[src/rtl/line_attr_buffer.sv]
// line_attr_buffer
//   Double-banked per-line attribute store. One bank takes writes while the
//   other is read. A swap pulse exchanges the roles, and the bank that becomes
//   the write bank is then swept clear one entry per cycle.
//   Each entry holds WIDTH data bits plus a "written" flag. With PRIO=1 the
//   first write to an entry wins; with PRIO=0 the last write wins. Hitting an
//   already-written entry counts as a collision. The collision status of a line
//   is reported once that line moves to the read bank.
//
// Parameters
//   WIDTH      attribute bits per entry
//   DEPTH_LOG2 log2 of the number of entries per line
//   PRIO       1 = first write wins, 0 = last write wins
//
// Ports
//   clk        sole clock, rising edge
//   reset_n    asynchronous active-low reset
//   swap       single-cycle pulse that exchanges the write and read banks
//   wr_idx     write entry index
//   wr_data    write attribute
//   wr_en      write strobe (dropped while clr_busy is high)
//   rd_idx     read entry index
//   rd_data    registered attribute from the read bank (1-cycle latency)
//   rd_hit     registered written flag of the read entry
//   clr_busy   clear sweep in progress
//   collision  a collision occurred on the line now in the read bank
//   bank       index of the current write bank
module line_attr_buffer #(
  parameter int WIDTH      = 2,
  parameter int DEPTH_LOG2 = 8,
  parameter int PRIO       = 1
) (
  input  logic                  clk,
  input  logic                  reset_n,
  input  logic                  swap,
  input  logic [DEPTH_LOG2-1:0] wr_idx,
  input  logic [WIDTH-1:0]      wr_data,
  input  logic                  wr_en,
  input  logic [DEPTH_LOG2-1:0] rd_idx,
  output logic [WIDTH-1:0]      rd_data,
  output logic                  rd_hit,
  output logic                  clr_busy,
  output logic                  collision,
  output logic                  bank
);

  localparam int DEPTH = 1 << DEPTH_LOG2;

  typedef enum logic [1:0] {
    ST_IDLE,     // no sweep running
    ST_CLR_ALL,  // post-reset sweep, clears both banks together
    ST_CLR_WR    // post-swap sweep, clears the current write bank only
  } state_t;

  state_t                state;
  logic [DEPTH_LOG2-1:0] clr_idx;
  logic                  acc;

  // {written flag, data}; storage is not reset, the sweeps clear it
  logic [WIDTH:0] mem0 [DEPTH];
  logic [WIDTH:0] mem1 [DEPTH];

  logic wr_flag;
  logic wr_take;
  logic wr_coll;
  logic wr_store;
  logic clr_go;
  logic clr0;
  logic clr1;

  always_comb begin
    wr_flag  = bank ? mem1[wr_idx][WIDTH] : mem0[wr_idx][WIDTH];
    wr_take  = wr_en & ~clr_busy & reset_n;
    wr_coll  = wr_take & wr_flag;
    wr_store = wr_take & ~((PRIO != 0) & wr_flag);
    // The swap edge itself performs no clear. A restarted sweep begins at the
    // following edge, and the bank leaving write role keeps entries
    // clr_idx..DEPTH-1 untouched.
    clr_go   = clr_busy & ~swap & reset_n;
    clr0     = clr_go & ((state == ST_CLR_ALL) | ((state == ST_CLR_WR) & ~bank));
    clr1     = clr_go & ((state == ST_CLR_ALL) | ((state == ST_CLR_WR) &  bank));
  end

  always_ff @(posedge clk) begin
    if (clr0) begin
      mem0[clr_idx] <= '0;
    end else if (wr_store && !bank) begin
      mem0[wr_idx] <= {1'b1, wr_data};
    end
  end

  always_ff @(posedge clk) begin
    if (clr1) begin
      mem1[clr_idx] <= '0;
    end else if (wr_store && bank) begin
      mem1[wr_idx] <= {1'b1, wr_data};
    end
  end

  always_ff @(posedge clk or negedge reset_n) begin
    if (!reset_n) begin
      state     <= ST_CLR_ALL;
      clr_busy  <= 1'b1;
      clr_idx   <= '0;
      bank      <= 1'b0;
      collision <= 1'b0;
      acc       <= 1'b0;
      rd_data   <= '0;
      rd_hit    <= 1'b0;
    end else begin
      // read bank is the one not selected by bank
      {rd_hit, rd_data} <= bank ? mem0[rd_idx] : mem1[rd_idx];

      if (swap) begin
        bank      <= ~bank;
        collision <= acc | wr_coll;
        acc       <= 1'b0;
        state     <= ST_CLR_WR;
        clr_busy  <= 1'b1;
        clr_idx   <= '0;
      end else begin
        if (wr_coll) begin
          acc <= 1'b1;
        end
        if (clr_busy) begin
          if (clr_idx == '1) begin
            // counter parks at the last index; only a restart returns it to 0
            state    <= ST_IDLE;
            clr_busy <= 1'b0;
          end else begin
            clr_idx <= clr_idx + 1'b1;
          end
        end
      end
    end
  end

endmodule

[config.mk]
export PLATFORM = sky130hd
export DESIGN_NAME = line_attr_buffer
export DESIGN_NICKNAME = d
export VERILOG_FILES = /design/src/rtl/line_attr_buffer.sv
export SDC_FILE = /design/constraint.sdc
export NUM_CORES = 2
export LEC_CHECK = 0
export CAP_MARGIN = 20
export CORE_ASPECT_RATIO = 0.9
export CORE_MARGIN = 2
export CORE_UTILIZATION = 57
export DETAILED_ROUTE_END_ITERATION = 8
export HOLD_SLACK_MARGIN = 0.06
export MAX_ROUTING_LAYER = met4
export PLACE_DENSITY = 0.73
export SETUP_SLACK_MARGIN = 0.1
export SYNTH_ARGS = -nofsm -noshare
export SYNTH_HDL_FRONTEND = slang
export SYNTH_SLANG_ARGS = --single-unit
[constraint.sdc]
create_clock -name clk -period 7.6 [get_ports clk]
set_input_delay 1.9 -clock clk [delete_from_list [all_inputs] [get_ports clk]]
set_output_delay 1.9 -clock clk [all_outputs]
set_load 0.02 [all_outputs]
======== Word-level counts from Yosys, hierarchy flattened ========
Memories as Yosys holds them, arrays and structs flattened.
Cells that the tools add are included.
operators by class
  multiplexer cells ....................... 29
  equal/unequal tests ..................... 4
  add/sub/neg operators ................... 1
  reductions and logical operators ........ 10
  bitwise logic cells ..................... 17
operator list
  kind                                                             number
  8-bit two-way mux                                                5
  1-bit two-way mux                                                18
  1-bit AND                                                        10
  3-bit two-way mux                                                3
  8-bit by 1-bit adder with 8-bit output, second input constant    1
  8-bit == test, second input constant                             1
  2-bit two-way mux                                                3
  2-bit nonzero test                                               3
  3-bit OR reduction                                               2
  1-bit inverter                                                   4
  2-bit AND reduction                                              2
  1-bit bitwise OR                                                 3
  2-bit by 1-bit == test with 1-bit output, second input constant  1
  2-bit == test, second input constant                             1
  1-bit logical AND                                                2
  2-bit inequality test, second input constant                     1
  1-bit zero test                                                  1
word-level totals
  input bits .............................. 22
  memory bits (writable) .................. 1536
  logic and storage cells ................. 71
  register bits ........................... 17
  memories ................................ 2
  output and inout port bits .............. 6
memory list
  memory  depth  width  read ports  clocked after memory_dff  write ports  line  text
  mem0    256    3      2           0                         1            60    logic [WIDTH:0] mem0 [DEPTH];
  mem1    256    3      2           0                         1            61    logic [WIDTH:0] mem1 [DEPTH];

======== Logic depth before layout (Yosys ltp) ========
  depth after elaboration ................. 10
  mapped depth ............................ 15

======== Worst setup path after synthesis ========
Ideal clock, no wire load.
  kind .................................... input port to flip-flop
  start ................................... input wr_idx[0]
  end ..................................... memory mem0[0][0] (netlist name) (data pin)
  arrival time ............................ 9.355 ns
  stages .................................. 12
  data required time ...................... 6.742 ns
  library setup time ...................... 0.858 ns
  slack ................................... -2.613 ns
  buffers on the path ..................... 5
  path through ............................ buf_4 buf_4 buf_4 mux4_2 mux4_2 nand3_1 nand3_1 o32a_1 nor2_4 buf_4 buf_2 and2_1
between the ends
  word-level cells in the longest chain between the ends .. 10
ends and longest elaborated chain
  what                                        line  text
  from (decl)                                 36    input logic [DEPTH_LOG2-1:0] wr_idx,
  memory read 256 x 3 bit (on tied branches)  n/a
  1-bit two-way mux *                         72    wr_flag = bank ? mem1[wr_idx][WIDTH] : mem0[wr_idx][WIDTH];
  1-bit inverter *                            75    wr_store = wr_take & ~((PRIO != 0) & wr_flag);
  1-bit AND *                                 75
  1-bit logical AND *                         87    end else if (wr_store && !bank) begin
  1-bit two-way mux *                         87
  1-bit two-way mux *                         85    if (clr0) begin
  1-bit two-way mux (not written as such) *   88    mem0[wr_idx] <= {1'b1, wr_data};
  3-bit OR reduction (no source line) *       n/a
  3-bit two-way mux (no source line) *        n/a
  to (decl)                                   60
Mark *: on every way between the ends. The rest lies on a longest branch, timed or not.

======== Worst setup path in the final report ========
  start ................................... input wr_idx[4]
  end ..................................... memory mem1[87][1] (netlist name) (enable)
between the ends
  word-level cells in the longest chain between the ends .. 10
ends and longest elaborated chain
  what                                                                            line  text
  memory read 256 x 3 bit (on tied branches)                                      n/a
  1-bit two-way mux                                                               72
  1-bit inverter                                                                  75
  1-bit AND                                                                       75
  1-bit logical AND                                                               95    end else if (wr_store && bank) begin
  1-bit two-way mux                                                               95
  1-bit two-way mux                                                               93    if (clr1) begin
  1-bit two-way mux (not written as such)                                         96    mem1[wr_idx] <= {1'b1, wr_data};
  3-bit OR reduction (no source line)                                             n/a
  8-bit two-way mux (no source line) / 1-bit two-way mux (equally long branches)  n/a
  to (decl)                                                                       61
Several ways; a longest one is shown, not always the timed one.

==> flow_summary.toml <==
[placement]
gp_congestion = 0.930
dp_worst_setup_slack_ns = 0.590
dpl_cell_area_um2 = 69600
port-buffer-count = 27
dp_hpwl_um = 109000

[floorplan]
num_rows = 119
fp.dieW_um = 365
ios = 28
start_util_pct = 57.4
die_area_um2 = 120000
die-height_um = 329
core_region_area_um2 = 117000

[cts]
cts.sinks = 1553
clkTransAtPathRegs_ns = 0.06
clock-root-buffer = "clkbuf_16"
ctsHoldBuffers = 0
cts_buffers = 154
cts_buffer_depth = 3
cts_resized = 0
post-cts-setup-buffer-count = 0
clock_latency_ns = 0.77
cts_tree = "done"
cts_max_level = 4

[sta]
clock_skew_ns = 0.0315
rsz0062_at_grt = "no"
max_freq_mhz = 154
tightest_slew_ns = 1.18
slew_headroom_pct = 21.3
hold_viol_final = 0
final-setup-viol-count = 0
finalMaxSlewViolations = 0
fin_crit_sh_pct = 85.3
finalSetupTns_ns = 0
min_period_ns = 6.48
timing.final.ws_setup_ns = 1.12

[critical_path]
startpoint_type = "input port"
cp-startpoint = "wr_idx[4]"
critPathTopFamily = "compound AO/OA/AOI/OAI gates"
path_cells = "clkdlybuf4s50_1 > nand3b_1 > o22ai_1 > o41ai_1 > nand4_1 > nor2_2 > nor3_4 > buf_4 > mux2i_1 > buf_4 > a21oi_1"
slowest_stage = "clkdlybuf4s50_1"
criticalPathCategory = "input port to register"
end_kind = "register"
required_ns = 7.99
reg2reg_from = "mem0[100][2]"
critPathArrivalTime_ns = 6.87
cpMostUsedCell = "buf_4"
cp_max_fo = 28
path_buf_inv = 3
cpPeakStageDelay_ns = 0.85

[power]
seqPwrFrac_pct = 53.1
vdd_ir_drop_max_v = 0.000210
power_w = 0.0175
switching_share_pct = 20.7
intPower_w = 0.0139
pwr_density_cell_nw_per_um2 = 235
p_clk_share_pct = 43.0
power_switching_w = 0.00363
combinationalPowerShare_pct = 3.9
p_leak_nw = 26.2

[min_path]
hp-start = "state[0]"
hold_class = "register to register"

[synthesis]
syn_inst = 3361
synth_xor_area_share_pct = 0.105
yosysSeqAreaShare_pct = 69.5
synth_fa_ha_area_share_pct = 0.0187
synth-simple-area-share_pct = 3.99
ys.flop_type = "edfxtp_1"
synth_area_leader_cell = "edfxtp_1"
netlist_area_um2 = 67000
synth_cell_types = 59
synthArstFlopShare_pct = 1.09
synth_edf_count = 1536
ys_warn_count = 0
synth_top_family_by_area = "multiplexers"
synth_compound_area_share_pct = 1.89
synth_top_area_share_pct = 68.9
synth_area_leaders = "edfxtp_1 69%, mux4_2 22%, nor2_1 2.8%, clkbuf_1 0.73%, a21oi_1 0.61%"
syn_nets = 3384
muxShareOfSynthArea_pct = 22.7
ys_seq_elements = 1553
avgSynthCellArea_um2 = 19.9

[route]
dr.pass1.iters = 6
finalWirelength_um = 173000
drt_iter0_drc = 5539
drtAntennaViolNets = 0
wl_per_cell_um = 33.6
drc = 0
viasPerCell = 6.99
num_vias = 35900

[global_routing]
track_usage_pct = 30.5
overflow = 0
first_global_vias = 36600
grt_pass1_wl_um = 253000
antenna_found_initial = 5
grt_max_degree = 125

[run]
max-cap-violations = 0

[layout]
fin_util_pct = 63.9
drive_gt1_share_pct = 30.7
fin_area_um2 = 74600
final_common_cell = "edfxtp_1"
fin_nets = 3461
syn_to_final_growth_pct = 11.4
final_cell_mix = "1,536 x edfxtp_1, 651 x mux4_2, 499 x nor2_1, 161 x clkbuf_16, 119 x buf_4"

[outcome]
outcome = "complete, no violations"
-- stage by stage --
stage | hold slack (ns) | cells
5_1_grt | 0.539 | 5134
6_report | 0.539 | 5135
2_1_floorplan | 0.449 | 3361
4_1_cts | 0.519 | 5129
3_3_place_gp | 0.496 | 4854
3_5_place_dp | 0.507 | 4854
-- state kept, by name (all words and copies together) (netlist names) --
name	count
acc	1
collision	1
rd_hit	1
mem0	768
clr_idx	8
rd_data	2
clr_busy	1
mem1	768
bank	1
state	2
-- Yosys cell counts, types with 3 or more instances --
master / count
a22oi_1: 9
or2_2: 7
a22o_1: 5
buf_2: 82
mux2i_4: 7
a32oi_2: 4
mux2_2: 6
a31oi_1: 27
edfxtp_1: 1536
nor4_1: 5
nand4_1: 4
nand3b_1: 6
buf_4: 15
buf_6: 7
a31oi_2: 3
nor3_1: 14
o22ai_1: 32
a32oi_1: 4
buf_1: 16
dfrtp_1: 15
nor2_1: 499
o21ai_1: 3
mux4_2: 651
o41ai_1: 6
inv_1: 7
mux2i_1: 32
nand2_1: 51
nand3_1: 8
or3b_2: 4
clkbuf_1: 131
and2_1: 11
nand2b_1: 15
o21ai_0: 10
a21oi_1: 82
xor2_1: 7
nor2b_1: 11
-- worst paths after layout --
| path | slack (ns) | depth (start not counted) | to |
|---|---|---|---|
| worst max-delay path | 1.12 | 11 | mem1[87][1] |
| max in group asynchronous | 5.79 | 2 | clr_busy |
| worst min-delay path | 0.54 | 1 | state[0] |
| min in group asynchronous | 1.50 | 2 | collision |
| worst min register to register | 0.54 | 1 | state[0] |
| worst max register to register | 3.19 | 8 | mem0[144][1] |
-- power by group through the flow --
stage               Clock (W)  Combinational, W  Sequential, W
floorplan                   0          0.000456        0.00947
global placement            0          0.000678        0.00948
detailed placement          0          0.000685        0.00948
CTS                   0.00760          0.000688        0.00930
global route          0.00793          0.000716        0.00930
finish                0.00753          0.000691        0.00930
-- per-layer routing --
| layer | GRT usage, % | wire length (um) | share of wire, % |
|---|---|---|---|
| met2 | 44.7 | 81200 | 47 |
| met5 | - | 0 | 0 |
| met1 | 44.1 | 66500 | 39 |
| met3 | 6.34 | 20000 | 12 |
| met4 | 8.86 | 4920 | 2.9 |
-- logic make-up (layout without fill, tap and decap cells) --
family	Yosys count	after routing
DFF	1553	1553
muxes	696	696
and+or+nand+nor	645	645
buffers and inverters	259	455
AOI/OAI and AO/OA	199	199
xor gates and xnor gates	8	8
adders and majority gates	1	1
other	0	5
-- worst register-to-register path: stages (launching register included) --
cell and delay (ns):
edfxtp_1 0.42, mux4_2 0.50, mux4_2 0.51, a22oi_1 0.35, o221ai_1 0.30, o32a_1 0.35, nor2_4 0.55, and2_4 0.74
buf_4 0.47
-- cell type report --
type | count | area (um2)
fill | 7721 | 42100
clock inverter | 88 | 830
antenna | 5 | 12.5
clock buffer | 187 | 4130
multi-input combinational | 1549 | 19400
tap | 1573 | 1970
sequential | 1553 | 46600
inverter | 8 | 30.0
timing repair buffer | 172 | 1690
Power figures use the tool's default switching activity.
